File: config.mk
export PLATFORM = sky130hd
export DESIGN_NAME = stack_pointer_unit
export DESIGN_NICKNAME = d
export VERILOG_FILES = /design/src/rtl/stack_pointer_unit.sv
export SDC_FILE = /design/constraint.sdc
export NUM_CORES = 1
export LEC_CHECK = 0
export CORE_MARGIN = 2
export CORE_UTILIZATION = 64
export CTS_BUF_LIST = sky130_fd_sc_hd__clkbuf_4
export CTS_CLUSTER_SIZE = 24
export DETAILED_ROUTE_END_ITERATION = 8
export DONT_BUFFER_PORTS = 1
export PLACE_DENSITY = 0.83
export SLEW_MARGIN = 10
export SYNTH_ARGS = -nofsm -noshare
export SYNTH_HDL_FRONTEND = slang
export SYNTH_SLANG_ARGS = --single-unit
File: constraint.sdc
create_clock -name clock -period 3.19 [get_ports clock]
set_clock_uncertainty 0.1 [all_clocks]
set_input_delay 0.4785 -clock clock [delete_from_list [all_inputs] [get_ports clock]]
set_output_delay 0.4785 -clock clock [all_outputs]
set_load 0.005 [all_outputs]
File: src/rtl/stack_pointer_unit.sv
// Stack controller ahead of the data memory: owns the stack pointer and turns each
// PUSH/POP/CALL/RET into a single memory access, rejecting overflow and underflow.
module stack_pointer_unit #(
  parameter int   WIDTH       = 32,
  parameter int   STACK_TOP   = 255,
  parameter int   STACK_LIMIT = 224,
  parameter logic MEM_STORE   = 1'b0,
  parameter logic STACK_STORE = 1'b1,
  parameter logic ADDR_RF     = 1'b0,
  parameter logic ADDR_PC     = 1'b1
) (
  input  logic             clock,
  input  logic             reset,
  input  logic             op_valid,
  input  logic [1:0]       op,
  input  logic             hold,
  input  logic             flush,
  output logic             busy,
  output logic             op_done,
  output logic             op_err,
  output logic [WIDTH-1:0] stackPointer,
  output logic             stack_mem,
  output logic             address_data,
  output logic             ENW,
  output logic             ENR,
  output logic             sp_full,
  output logic             sp_empty,
  output logic [1:0]       state_dbg
);

  localparam logic [1:0] IDLE   = 2'd0;
  localparam logic [1:0] ACCESS = 2'd1;
  localparam logic [1:0] UPDATE = 2'd2;
  localparam logic [1:0] REJECT = 2'd3;

  localparam logic [1:0] OP_CALL = 2'b10;

  localparam logic [WIDTH-1:0] SP_TOP  = WIDTH'(STACK_TOP);
  localparam logic [WIDTH-1:0] SP_FULL = WIDTH'(STACK_LIMIT - 1);
  localparam logic [WIDTH-1:0] SP_ONE  = WIDTH'(1);

  // Handshake: op_valid/op are sampled only in IDLE; the requester drops op_valid in
  // the op_done/op_err cycle, and a request still high in the next IDLE cycle is a new op.
  logic [1:0]       state, state_n;
  logic [WIDTH-1:0] sp, sp_n;
  logic [1:0]       op_q, op_q_n;
  logic             in_access;

  assign sp_full   = (sp == SP_FULL);
  assign sp_empty  = (sp == SP_TOP);
  assign state_dbg = state;

  // op[0] separates reads (POP/RET) from writes (PUSH/CALL).
  always_comb begin
    state_n = state;
    sp_n    = sp;
    op_q_n  = op_q;
    if (flush) begin
      state_n = IDLE;
    end else if (!hold) begin
      case (state)
        IDLE: begin
          if (op_valid) begin
            if ((!op[0] && sp_full) || (op[0] && sp_empty)) begin
              state_n = REJECT;
            end else begin
              state_n = ACCESS;
              op_q_n  = op;
            end
          end
        end
        ACCESS: state_n = UPDATE;
        UPDATE: begin
          state_n = IDLE;
          sp_n    = op_q[0] ? sp + SP_ONE : sp - SP_ONE;
        end
        default: state_n = IDLE;
      endcase
    end
  end

  always_ff @(posedge clock or negedge reset) begin
    if (!reset) begin
      state <= IDLE;
      sp    <= SP_TOP;
      op_q  <= 2'b00;
    end else begin
      state <= state_n;
      sp    <= sp_n;
      op_q  <= op_q_n;
    end
  end

  // Outputs decode from registered state, so freezing the registers freezes them too.
  assign in_access    = (state == ACCESS);
  assign busy         = (state == ACCESS) || (state == UPDATE);
  assign op_done      = (state == UPDATE) && !flush;
  assign op_err       = (state == REJECT) && !flush;
  assign ENW          = in_access && !op_q[0];
  assign ENR          = in_access && op_q[0];
  assign stack_mem    = in_access ? STACK_STORE : MEM_STORE;
  assign address_data = (in_access && op_q == OP_CALL) ? ADDR_PC : ADDR_RF;
  // Reads address the last filled slot, one above the next free slot.
  assign stackPointer = (in_access && op_q[0]) ? sp + SP_ONE : sp;

endmodule

==> impl_metrics.tcl <==
set metrics [dict create \
    critPathRequiredTime_ns 2.61 \
    peakVddDrop_uv 352.3 \
    period_needed_ns 2.995 \
    crit_path_max_fanout 9 \
    yosys_warnings 0 \
    p_per_area_nw_per_um2 391.9 \
    drv_cap 0 \
    synth_cell_type_count 48 \
    die_h_um 71.68 \
    area_growth_pct 3.414 \
    coreArea_um2 4384 \
    fin_setup_tns_ns 0 \
    grt_pass1_wl_um 11250 \
    place_ws_ns 0.5342 \
    synthXorXnorAreaFrac_pct 19.12 \
    drive_gt1_share_pct 10.81 \
    syn_inst 347 \
    placed_area_um2 2913 \
    grt_max_degree 37 \
    status "finished clean" \
    finalCritPeriodShare_pct 93.90 \
    drt-initial-drc-count 223 \
    dp.cells 375 \
    syn_nets 361 \
    htree_levels 2 \
    n_antenna_cell 0 \
    grt_overflow_total 0 \
    drcViolationCount 0 \
    fmax_ghz 0.3338 \
    wire_per_inst_um 17.34 \
    synth-compound-area-share_pct 8.792 \
    die_w_um 71.68 \
    drt-total-wl_um 6677 \
    yosys.area_share.adder_pct 2.988 \
    synth_ff_type "dfrtp_1" \
    synth_area_leaders "dfrtp_1 (24%), xor2_1 (11%), xnor2_1 (8.4%), dfstp_2 (7.2%), nand4_1 (4.5%)" \
    hp-class "primary input to flop" \
    clk_path_buf_depth 2 \
    syn_avg_cell_area_um2 8.448 \
    rr_worst_depth 7 \
    yosysTopAreaCell "dfrtp_1" \
    antenna_found_initial 0 \
    drv_slew 0 \
    dpl.hpwl_um 4901 \
    rsz0062_at_grt "no" \
    vias 2541 \
    setup_ws_ns 0.1946 \
    first_pass_iters 5 \
    end_kind "output pin" \
    grt_usage_pct 27.27 \
    grt_pass1_vias 2385 \
    ys_seq_elements 36 \
    layoutNonFillerInstCount 385 \
    portBuffers 0 \
    maxSlewHeadroom_pct 56.75 \
    synth_top_area_share_pct 23.90 \
    finalCoreUtilization_pct 69.15 \
    yosysSeqAreaShare_pct 31.07 \
    ios 50 \
    synth_edf_count 0 \
    insertion_delay_ns 0.34 \
    rrSetupSlack_ns 0.59 \
    place_congestion 0.9525 \
    min_path_cells 1 \
    power.leakage_nw 1.337 \
    worstPathArrival_ns 2.42 \
    crit_path_start_kind "flop" \
    synth-simple-area-share_pct 30.56 \
    drt-vias-per-instance 6.600 \
    synth_mux_area_share_pct 1.408 \
    syn-cell-area_um2 2932 \
    drt.antenna.violating_nets 0 \
    clock-sinks 36 \
    worst_pin_slew_ns 0.6428 \
    start_util_pct 66.87 \
    hold_viol_final 0 \
    synth_top_family_by_area "simple AND/OR/NAND/NOR gates" \
    async_flop_share_pct 100.0 \
    fin_nets 346 \
    cts_tree "built" \
    cts.clk_slew.worst_paths_ns 0.11 \
    dieArea_um2 5138 \
    final_area_um2 3032 \
    cts_root_buf "clkbuf_4" \
    numCtsBuffers 5 \
    row_count 24 \
    setup_viol 0 \
    critical_path_class "flop to output pin" \
]
## cell usage after synthesis, types with 3 or more instances
cell type,instances
nand3_1,16
buf_2,8
or4_1,5
nor2b_1,4
ha_1,7
nand2_1,27
and4_1,7
nor2_1,33
or3_1,3
dfstp_2,8
inv_1,11
nor3_1,8
buf_1,3
and3_1,7
mux2i_1,3
a31oi_1,4
xor2_1,36
dfrtp_1,28
o32ai_1,3
clkbuf_1,17
o21ai_0,4
nor4_1,9
xnor2_1,28
o22ai_1,6
nand4_1,21
a21oi_1,10
## critical path: stages, from the launching register on
cell and delay (ns):
dfrtp_1 0.50, or4_1 0.65, nor4_4 0.42, nand3_1 0.30
nor2_1 0.21
## registers in the layout (all words and copies together), names as in the netlist
signal	cells
state_dbg	2
sp	32
op_q	2
## per-layer routing
metal	share of wire [%]	track usage (%)
met5	0	0
met4	1.9	8.176
met3	5.7	6.610
met2	48	44.24
met1	44	36.23
## stage by stage
stage | total power [W] | hold slack (ns)
floorplan | 0.0008056 | 0.08291
global placement | 0.0008450 | 0.08417
detailed placement | 0.0008527 | 0.08388
CTS | 0.001189 | 0.09875
global route | 0.001255 | 0.08523
finish | 0.001188 | 0.09746
## cell usage in the layout (no fill, tap or decap), types with 2 or more instances in the layout
cell type  count
a21oi_1       10
a31oi_1        4
a32oi_1        2
a41oi_1        2
and2_1         2
and3_1         7
and4_1         7
buf_4          7
clkbuf_4       6
dfrtp_1       28
dfstp_2        8
ha_1           6
inv_1         11
mux2i_1        3
nand2_1       27
nand3_1       16
nand4_1       21
nor2_1        33
nor2b_1        4
nor3_1         8
nor3b_1        2
nor4_1         8
nor4_4         2
nor4b_1        2
o21ai_0        4
o22ai_1        6
o31ai_1        2
o32ai_1        3
or3_1          3
or4_1          5
or4_4          2
xnor2_1       28
xor2_1        36
## cell families after synthesis
| group | Yosys count |
|---|---|
| xor+xnor | 64 |
| simple gates | 157 |
| buf+inv | 42 |
| compound gates | 37 |
| mux | 4 |
| flops | 36 |
| fa+ha+maj | 7 |
## timing repair
| item | 4_1_cts | 5_1_grt |
|---|---|---|
| buffers inserted | 0 | 0 |
| hold buffers | 2 | 0 |
| setup endpoints to repair | 0 | 5 |
| endpoints found under the hold margin | 36 | 0 |
| gates resized for setup | 0 | 2 |
## final cells by class
type                    count  area, um2
flip-flops and latches     36      910.9
inverters                  11      41.29
multi-input cells         269       1852
fillers                   363       1353
repair buffers              9      82.58
clock inverters             2      35.03
clock buffers               6      45.04
well taps                  52      65.06
## worst paths after layout
check	to	from
hold / removal	state_dbg[0]	flush
min in group asynchronous	sp[23]	reset
setup reg to reg	sp[14]	sp[0]
max in group asynchronous	sp[5]	reset
setup / recovery	sp_empty	sp[12]
hold reg to reg	op_q[1]	op_q[1]
## where the power goes
| group | total [W] | switching [W] | internal, W |
|---|---|---|---|
| sequential | 0.000609 | 0.0000905 | 0.000518 |
| combinational | 0.000253 | 0.000138 | 0.000115 |
| clock | 0.000326 | 0.000153 | 0.000173 |
| total | 0.00119 | 0.000382 | 0.000806 |
Power figures use the tool's default switching activity.
